===== src/rtl/bnn_param_loader.sv =====
// bnn_param_loader
// ----------------
// Serial parameter loader for a daisy-chained BNN neuron layer. Bytes arrive
// over a valid/ready handshake. Each byte is shifted MSB-first onto the
// chain's setup/param_in inputs. The load stops after exactly CHAIN_BITS
// shifts, so every neuron's weights and bias registers end up loaded
// deterministically.
//
// Optional feature (macro BNN_LOADER_READBACK_EN):
//   While a load is shifting, chain_out is captured MSB-first into bytes.
//   Each completed byte appears on rb_data, and rb_valid pulses for one
//   cycle. A partial final byte is emitted left-aligned and zero-padded.
//   The net effect is that a new load streams out the previous chain
//   contents in their original send order.
//
// Ports:
//   clk        in   clock, all state updates on posedge
//   reset      in   asynchronous active-high reset
//   start      in   single-cycle pulse: begin / restart / abort a load
//   in_data    in   parameter byte
//   in_valid   in   in_data valid
//   in_ready   out  byte accepted when in_valid && in_ready
//   setup      out  neuron setup enable (one chain shift per cycle)
//   param_in   out  serial bit into the first neuron
//   chain_out  in   param_out of the last neuron (readback only)
//   busy       out  load in progress
//   done       out  load complete, held until start or reset
//   bit_count  out  bits shifted in the current load (saturating)
//   rb_data    out  readback byte          (BNN_LOADER_READBACK_EN only)
//   rb_valid   out  readback byte strobe   (BNN_LOADER_READBACK_EN only)

module bnn_param_loader #(
    parameter int unsigned NEURONS    = 2,
    parameter int unsigned INPUTS     = 8,
    parameter int unsigned BIAS_BITS  = 3,
    parameter int unsigned CHAIN_BITS = NEURONS * (INPUTS + BIAS_BITS),
    parameter int unsigned CNT_W      = $clog2(CHAIN_BITS + 1)
) (
    input  logic             clk,
    input  logic             reset,
    input  logic             start,
    input  logic [7:0]       in_data,
    input  logic             in_valid,
    output logic             in_ready,
    output logic             setup,
    output logic             param_in,
    input  logic             chain_out,
`ifdef BNN_LOADER_READBACK_EN
    output logic [7:0]       rb_data,
    output logic             rb_valid,
`endif
    output logic             busy,
    output logic             done,
    output logic [CNT_W-1:0] bit_count
);

    typedef enum logic [1:0] {StIdle, StWait, StShift, StDone} state_t;

    localparam logic [CNT_W-1:0] LastIdx = CNT_W'(CHAIN_BITS - 1);
    localparam logic [CNT_W-1:0] FullCnt = CNT_W'(CHAIN_BITS);

    state_t           state;
    logic [7:0]       shreg;
    logic [3:0]       bits_left;
    logic [CNT_W-1:0] bit_count_q;

    logic last_bit;
    assign last_bit = (bit_count_q == LastIdx);

`ifdef BNN_LOADER_READBACK_EN
    logic [7:0] rb_shreg;
    logic [2:0] rb_cnt;
    logic [7:0] rb_next;

    // Byte as it stands once this cycle's chain_out bit has been captured.
    always_comb begin
        rb_next = {rb_shreg[6:0], chain_out};
    end
`else
    // chain_out has no function without readback.
    logic unused_chain_out;
    assign unused_chain_out = chain_out;
`endif

    always_ff @(posedge clk or posedge reset) begin
        if (reset) begin
            state       <= StIdle;
            shreg       <= 8'h00;
            bits_left   <= 4'd0;
            bit_count_q <= '0;
`ifdef BNN_LOADER_READBACK_EN
            rb_shreg    <= 8'h00;
            rb_cnt      <= 3'd0;
            rb_data     <= 8'h00;
            rb_valid    <= 1'b0;
`endif
        end else begin
`ifdef BNN_LOADER_READBACK_EN
            rb_valid <= 1'b0;
`endif
            if (start) begin
                // Begin, restart or abort. The in-flight byte is dropped,
                // and start wins over a same-cycle handshake.
                state       <= StWait;
                shreg       <= 8'h00;
                bits_left   <= 4'd0;
                bit_count_q <= '0;
`ifdef BNN_LOADER_READBACK_EN
                rb_shreg    <= 8'h00;
                rb_cnt      <= 3'd0;
`endif
            end else begin
                unique case (state)
                    StIdle, StDone: ;
                    StWait: begin
                        if (in_valid) begin
                            shreg     <= in_data;
                            bits_left <= 4'd8;
                            state     <= StShift;
                        end
                    end
                    StShift: begin
                        shreg     <= {shreg[6:0], 1'b0};
                        bits_left <= bits_left - 4'd1;
                        if (bit_count_q != FullCnt) begin
                            bit_count_q <= bit_count_q + 1'b1;
                        end
                        // The last chain bit wins over the end of a byte.
                        // Unsent bits of a truncated byte are discarded.
                        if (last_bit) begin
                            state <= StDone;
                        end else if (bits_left == 4'd1) begin
                            state <= StWait;
                        end
`ifdef BNN_LOADER_READBACK_EN
                        rb_shreg <= rb_next;
                        rb_cnt   <= rb_cnt + 3'd1;
                        if (rb_cnt == 3'd7) begin
                            rb_data  <= rb_next;
                            rb_valid <= 1'b1;
                        end else if (last_bit) begin
                            // Left-align the partial byte, zero-padded.
                            rb_data  <= rb_next << (3'd7 - rb_cnt);
                            rb_valid <= 1'b1;
                            rb_cnt   <= 3'd0;
                        end
`endif
                    end
                    default: state <= StIdle;
                endcase
            end
        end
    end

    // Decoded directly from state so the neurons see setup/param_in on the
    // same edge the loader advances; reset drops them immediately.
    assign setup     = (state == StShift);
    assign param_in  = (state == StShift) & shreg[7];
    assign in_ready  = (state == StWait) & ~start;
    assign busy      = (state == StWait) | (state == StShift);
    assign done      = (state == StDone);
    assign bit_count = bit_count_q;

endmodule

===== config.mk =====
export PLATFORM = sky130hd
export DESIGN_NAME = bnn_param_loader
export DESIGN_NICKNAME = d
export VERILOG_FILES = /design/src/rtl/bnn_param_loader.sv
export SDC_FILE = /design/constraint.sdc
export NUM_CORES = 1
export LEC_CHECK = 0
export BUFFER_PORTS_ARGS = -buffer_cell sky130_fd_sc_hd__buf_2
export CORE_ASPECT_RATIO = 1.2
export CORE_MARGIN = 1.5
export CORE_UTILIZATION = 39
export DETAILED_ROUTE_END_ITERATION = 8
export PLACE_DENSITY = 0.66
export SLEW_MARGIN = 10
export SYNTH_ARGS = -nofsm -noshare
export SYNTH_HDL_FRONTEND = slang
export SYNTH_SLANG_ARGS = --single-unit

===== constraint.sdc =====
create_clock -name clk -period 4.2 [get_ports clk]
set_clock_uncertainty 0.15 [all_clocks]
set_input_delay 1.26 -clock clk [delete_from_list [all_inputs] [get_ports clk]]
set_output_delay 1.26 -clock clk [all_outputs]
set_load 0.1 [all_outputs]

; Yosys cells after proc, flatten, opt, wreduce, memory -nomap -nowiden
; Index checks and enable logic that the tools add are counted.
[word_totals]
latchBits = 0
ramBits = 0
rom_bits = 0
ff_bits = 19
wordCells = 38
mem_count = 0
output_inout_bits = 10
[op_classes]
mux = 14
n_eq_ne = 8
n_reduce_logical = 6
order_cmp = 0
shifts = 0
n_mul = 0
addsub = 2
div_mod_pow = 0
bitwise_logic = 4
[ops]
columns = cell, n
row1 = 8-bit 2-to-1 mux, 2
row2 = 8-bit one-hot mux with 2 select lines, 1
row3 = 5-bit 2-to-1 mux, 3
row4 = 2-bit 2-to-1 mux, 4
row5 = 4-bit 2-to-1 mux, 2
row6 = 4-bit one-hot mux with 2 select lines, 1
row7 = "5-bit by 1-bit adder with 5-bit output, second input constant", 1
row8 = "5-bit == test, second input constant", 1
row9 = "5-bit != test, second input constant", 1
row10 = "2-bit == test, second input constant", 2
row11 = "4-bit by 1-bit == test with 1-bit output, second input constant", 1
row12 = "4-bit by 2-bit != test with 1-bit output, second input constant", 1
row13 = 2-bit one-hot mux with 2 select lines, 1
row14 = 2-bit AND reduction, 2
row15 = 2-bit nonzero test, 2
row16 = "4-bit by 1-bit subtractor with 4-bit output, second input constant", 1
row17 = "3-bit != test, second input constant", 1
row18 = 3-bit AND reduction, 1
row19 = 3-bit nonzero test, 1
row20 = 1-bit bitwise AND, 2
row21 = "2-bit by 1-bit == test with 1-bit output, second input constant", 1
row22 = 1-bit inverter, 1
row23 = 1-bit bitwise OR, 1

; Longest topological paths before layout
; Gate-level depths: netlist (run 1).
[logic_depth]
word_depth = 5
mapped_depth = 6

; Worst setup path after synthesis (run 1)
; No wires, ideal clock.
[synth_timing]
path_kind = input port to output port
start = input start
end = output in_ready
slack_ns = 0.024
t_required_ns = 2.790
path_buffers = 1
arrival_time_ns = 2.766
stages = 2
path_cell_list = buf_2 -> nor2b_1
[synth_between]
elab_chain_len = 2
[synth_lines]
columns = element, line_no
row1 = start: declaration, 41  ; input logic start,
row2 = 1-bit inverter, 159  ; assign in_ready = (state == StWait) & ~start;
row3 = 1-bit bitwise AND, 159
row4 = end: declaration, 44  ; output logic in_ready,
; Every way passes these cells.

; Worst setup path after layout (run 1)
; Same ends and word-level chain as after synthesis.

==> impl_metrics.json, run 1 <==
{
  "cellLeakagePower_nw": 0.603,
  "fin_crit_ns": 3.45,
  "crit_path_frequent_cell": "buf_2",
  "path_clk_slew_ns": 0.11,
  "dieArea_um2": 3160,
  "antenna_found_initial": 0,
  "syn_nets": 131,
  "ir_worst_vdd_uv": 560,
  "met1_usage_pct": 17.7,
  "synth_compound_area_share_pct": 16.6,
  "synthArstFlopShare_pct": 100,
  "synthSimpleGateAreaFrac_pct": 23.0,
  "ctsResizeCount": 0,
  "cp_slowest_cell": "buf_2",
  "tightest_slew_ns": 0.736,
  "layout-drive-gt1-share_pct": 22.6,
  "yosysSeqAreaShare_pct": 43.1,
  "crit_path_end_kind": "output port",
  "final_common_cell": "buf_2",
  "grt-busiest-layer": "met2",
  "avgSynthCellArea_um2": 10.0,
  "cts_root_buf": "clkbuf_4",
  "cts_setup_buffers": 0,
  "hold_viol": 0,
  "clock_path_buffers": 2,
  "gr-total-overflow": 0,
  "setup_viol": 0,
  "wire_per_inst_um": 13.8,
  "rsz0062_at_grt": "false",
  "cp_slowest_stage_delay_ns": 0.43,
  "vias": 886,
  "grt_max_degree": 21,
  "cts_hold_buf": 0,
  "critPathArrivalTime_ns": 2.04,
  "setup_tns_ns": 0,
  "cts_tree": "built",
  "fp.dieW_um": 51.6,
  "synth-edff-count": 0,
  "worst_setup_path_start_kind": "input pin",
  "num_rows": 20,
  "cp_cell_sequence": "buf_2 -> nor2b_1 -> buf_2",
  "grt_pass1_wl_um": 3910,
  "areaGrowthSynthToFinish_pct": 15.2,
  "cellPowerDensity_nw_per_um2": 649,
  "synth_fa_ha_area_share_pct": 9.07,
  "grt_usage_pct": 17.2,
  "initialDrtViolationCount": 7,
  "holdPathStages": 1,
  "synth_top_family_by_area": "simple AND/OR/NAND/NOR gates",
  "htreeDepth": 1,
  "final.fill_count": 271,
  "finalPower_mw": 0.825,
  "synth-xor-area-share_pct": 0.794,
  "cts_inserted_buffers": 3,
  "gr-usage-met2_pct": 32.1,
  "coreArea_um2": 2600,
  "hold_class": "register to register",
  "relSlewSlack_pct": 50.9,
  "clock_latency_ns": 0.30,
  "wirelength_um": 2300,
  "slew_viol_final": 0,
  "detail-route-antenna-nets": 0,
  "dr.pass1.iters": 4,
  "io_pins": 23,
  "hpwl_um": 1760,
  "netlist_area_um2": 1100,
  "start_util_pct": 42.4,
  "grt_pass1_vias": 932,
  "final_cell_mix": "buf_2, dfrtp_1, inv_1",
  "synth_cells": 110,
  "synthMuxAreaShare_pct": 3.17,
  "grtUsageMet3_pct": 3.40,
  "fmax_ghz": 0.290,
  "synthFlopType": "dfrtp_1",
  "cp.required_ns": 2.79,
  "viasPerCell": 5.34,
  "fin_nets": 155,
  "io_buffers": 21,
  "worst_hold_slack_ns": 0.382,
  "reg2reg_depth": 6,
  "drc_errors": 0,
  "ys_ff_latch": 19,
  "yosysWarnings": 0,
  "cap_viol_max_count": 0,
  "cp_max_fo": 20,
  "dieHeight_um": 61.3,
  "path_class": "input pin to output port",
  "cts_sinks": 19,
  "status": "finished clean",
  "period_share_pct": 82.1,
  "synth.distinct_cells": 36,
  "diodes": 0,
  "place.gp.congestion": 0.800
}
[cells by family (layout without fill, tap and decap cells)]
logic type | after synthesis | count (layout)
AOI/OAI and AO/OA | 24 | 24
xor gates and xnor gates | 1 | 1
adders and majority gates | 8 | 8
buffers and inverters | 12 | 35
DFF | 19 | 19
muxes | 3 | 3
and+or+nand+nor | 43 | 43
[cells in the mapped netlist, drive strengths merged (2+ instances only)]
cell type | number | area share, %
a21oi | 8 | 3.6
dfrtp | 19 | 43
inv | 9 | 3.1
nand4 | 2 | 1.1
nand3 | 4 | 1.8
mux2i | 2 | 1.8
a211oi | 3 | 2.0
nor3 | 3 | 1.4
nand2 | 4 | 1.4
nor2 | 7 | 2.6
nor2b | 4 | 2.3
nand2b | 3 | 1.7
and2 | 8 | 4.5
buf | 3 | 1.2
ha | 8 | 9.1
a221o | 6 | 5.4
[critical path: cells and delay by family]
family / cells / cell delay, ns
buf+inv: 2 / 0.65
simple gates: 1 / 0.13
[power by group]
group	total, mW	internal [mW]	switching [mW]
Combinational	0.465	0.122	0.343
Clock	0.0938	0.0355	0.0583
Sequential	0.266	0.226	0.0400
[worst paths after layout]
check / start / slack (ns) / end
hold / removal: shreg[1] / 0.38 / shreg[1]
min in group asynchronous: reset / 0.91 / shreg[6]
max in group asynchronous: reset / 2.53 / bit_count[0]
hold reg to reg: shreg[1] / 0.38 / shreg[1]
setup / recovery: start / 0.75 / in_ready
setup reg to reg: state[0] / 2.10 / shreg[4]
[through the flow]
stage          cell area [um^2]  util (%)  std cells  worst slack [ns]
2_1_floorplan              1100         -        110            0.0238
3_3_place_gp               1240      47.8        162             0.742
3_5_place_dp               1240      47.8        162             0.741
4_1_cts                    1270      48.8        166             0.743
5_1_grt                    1270      48.8        166             0.673
6_report                   1270      48.8        166             0.750
[layout make-up]
cell class	instances	area, um^2	area share (%)
multi-input combinational	79	581	45.7
sequential	19	475	37.4
timing repair buffer	22	113	8.86
tap	33	41.3	3.25
inverter	9	33.8	2.66
clock buffer	3	22.5	1.77
clock inverter	1	5.00	0.394
[per-layer routing]
layer / vias to the layer above / share of wire [%]
li1: 442 / -
met4: 0 / 1.6
met3: 5 / 2.8
met2: 11 / 53
met5: - / 0
met1: 428 / 42
[state kept, by name (all words and copies together), names as in the netlist]
| signal | flops |
|---|---|
| shreg | 8 |
| bits_left | 4 |
| bit_count | 5 |
| state | 2 |
Note: power is estimated with default switching activity, not from simulation.
==> inputs of run 2 (changes only) <==
==> constraint.sdc (replaced) <==
create_clock -name clk -period 3.26 [get_ports clk]
set_clock_uncertainty 0.15 [all_clocks]
set_input_delay 0.978 -clock clk [delete_from_list [all_inputs] [get_ports clk]]
set_output_delay 0.978 -clock clk [all_outputs]
set_load 0.1 [all_outputs]
==> run 2 against run 1 <==
Against the previous run: clock power grew 25%; sequential cell count unchanged; sequential power up 29%; worst hold slack worse by 0.0080 ns; register-to-register slack got worse by 0.69 ns; critical endpoint is now param_in; highest routed layer unchanged.
==> impl_metrics.json, run 2 (same netlist as run 1, synthesis figures left out) <==
{
  "vias": 903,
  "slew_viol_final": 0,
  "grt_pass1_vias": 880,
  "status": "finished clean",
  "fin_cells": 167,
  "antenna_found_initial": 0,
  "path_class": "register to output port",
  "coreArea_um2": 2600,
  "hold_class": "register to register",
  "layout-drive-gt1-share_pct": 24.6,
  "cp.required_ns": 2.13,
  "cts_root_buf": "clkbuf_4",
  "start_util_pct": 42.4,
  "cts_sinks": 19,
  "cts_inserted_buffers": 3,
  "io_buffers": 21,
  "crit_path_end_kind": "output port",
  "cap_viol_max_count": 0,
  "num_rows": 20,
  "diodes": 0,
  "cellLeakagePower_nw": 0.606,
  "critPathArrivalTime_ns": 1.68,
  "cp_cell_sequence": "inv_1 -> ha_2 -> and2_1 -> buf_2",
  "dp_slack_ns": 0.515,
  "worst_slack_ns": 0.451,
  "path_clk_slew_ns": 0.11,
  "final_cell_mix": "buf_2, dfrtp_1, inv_1",
  "io_pins": 23,
  "cts_setup_buffers": 0,
  "initialDrtViolationCount": 23,
  "hpwl_um": 1650,
  "dieArea_um2": 3160,
  "dr.pass1.iters": 4,
  "stdcell_area_um2": 1280,
  "cp_slowest_stage_delay_ns": 0.44,
  "top_register": "shreg",
  "largest_reg_flops": 8,
  "detail-route-antenna-nets": 0,
  "dpl_cell_area_um2": 1260,
  "clock_latency_ns": 0.29,
  "grt_pass1_wl_um": 3930,
  "dp_cells": 163,
  "hold_viol": 0,
  "cp_max_fo": 11,
  "wire_per_inst_um": 13.3,
  "seqCellArea_um2": 475,
  "multi_input_area_um2": 586,
  "relSlewSlack_pct": 51.0,
  "grt_max_degree": 20,
  "clock_path_buffers": 2,
  "cts_tree": "built",
  "grt_usage_pct": 16.9,
  "cp_slowest_cell": "dfrtp_1",
  "drc_errors": 0,
  "final.fill_count": 245,
  "setup_tns_ns": 0,
  "viasPerCell": 5.41,
  "rsz0062_at_grt": "false",
  "place.gp.congestion": 0.840,
  "ctsResizeCount": 0,
  "fin_nets": 156,
  "fp.dieW_um": 51.6,
  "dieHeight_um": 61.3,
  "gr-total-overflow": 0,
  "worst_setup_path_start_kind": "register",
  "ir_worst_vdd_uv": 642,
  "areaGrowthSynthToFinish_pct": 16.3,
  "period_share_pct": 86.2,
  "tightest_slew_ns": 0.734,
  "final_common_cell": "buf_2",
  "wirelength_um": 2210,
  "fmax_ghz": 0.356,
  "htreeDepth": 1,
  "fin_crit_ns": 2.81,
  "cellPowerDensity_nw_per_um2": 827,
  "cts_hold_buf": 0,
  "setup_viol": 0
}
==> run 2: cell count changes in the layout (fill, tap and decap cells not counted) <==
cell,before,now
nor2b_1,4,3
buf_4,1,2
ha_2,0,1
nor2b_2,0,1
ha_1,8,7
==> run 2: final timing paths <==
kind                                     end  startpoint  slack [ns]  cells past startpoint
worst max-delay path                param_in    state[0]        0.45                      4
max in group asynchronous       bits_left[2]       reset        1.86                      2
worst min register to register      shreg[1]    shreg[0]        0.37                      1
min in group asynchronous           shreg[6]       reset        0.64                      2
worst max register to register      shreg[5]    state[0]        1.41                      5
worst min-delay path                shreg[1]    shreg[0]        0.37                      1
==> run 2: area by class of cell <==
cell class | instances | area share [%]
multi-input combinational | 79 | 45.6
sequential | 19 | 37.0
timing repair buffer | 23 | 9.36
tap | 33 | 3.22
inverter | 9 | 2.63
clock buffer | 3 | 1.75
clock inverter | 1 | 0.390
==> run 2: per-stage QoR <==
stage                     util (%)  hold slack, ns  power, mW
after floorplan                  -           0.328      0.846
after global placement        48.3           0.348      0.939
after detailed placement      48.3           0.347      0.950
after CTS                     49.3           0.383       1.07
after global routing          49.3           0.408       1.14
final                         49.3           0.374       1.06
==> run 2: layer usage <==
metal	share of wire, %	track usage, %
met5	0	0
met4	2.1	10.2
met3	3.9	2.67
met2	47	26.4
met1	47	22.4
==> run 2: critical path: cells and delay by family, from the launching register on <==
family	cells	cell delay, ns
fa+ha+maj	1	0.29
buf+inv	2	0.50
flops	1	0.44
simple gates	1	0.16
==> run 2: report_power, final <==
group          internal, mW  total (mW)  switching, mW  leakage [nW]
logic                 0.161       0.601          0.439         0.332
clock network        0.0456       0.117         0.0716        0.0177
registers             0.292       0.344         0.0529         0.257
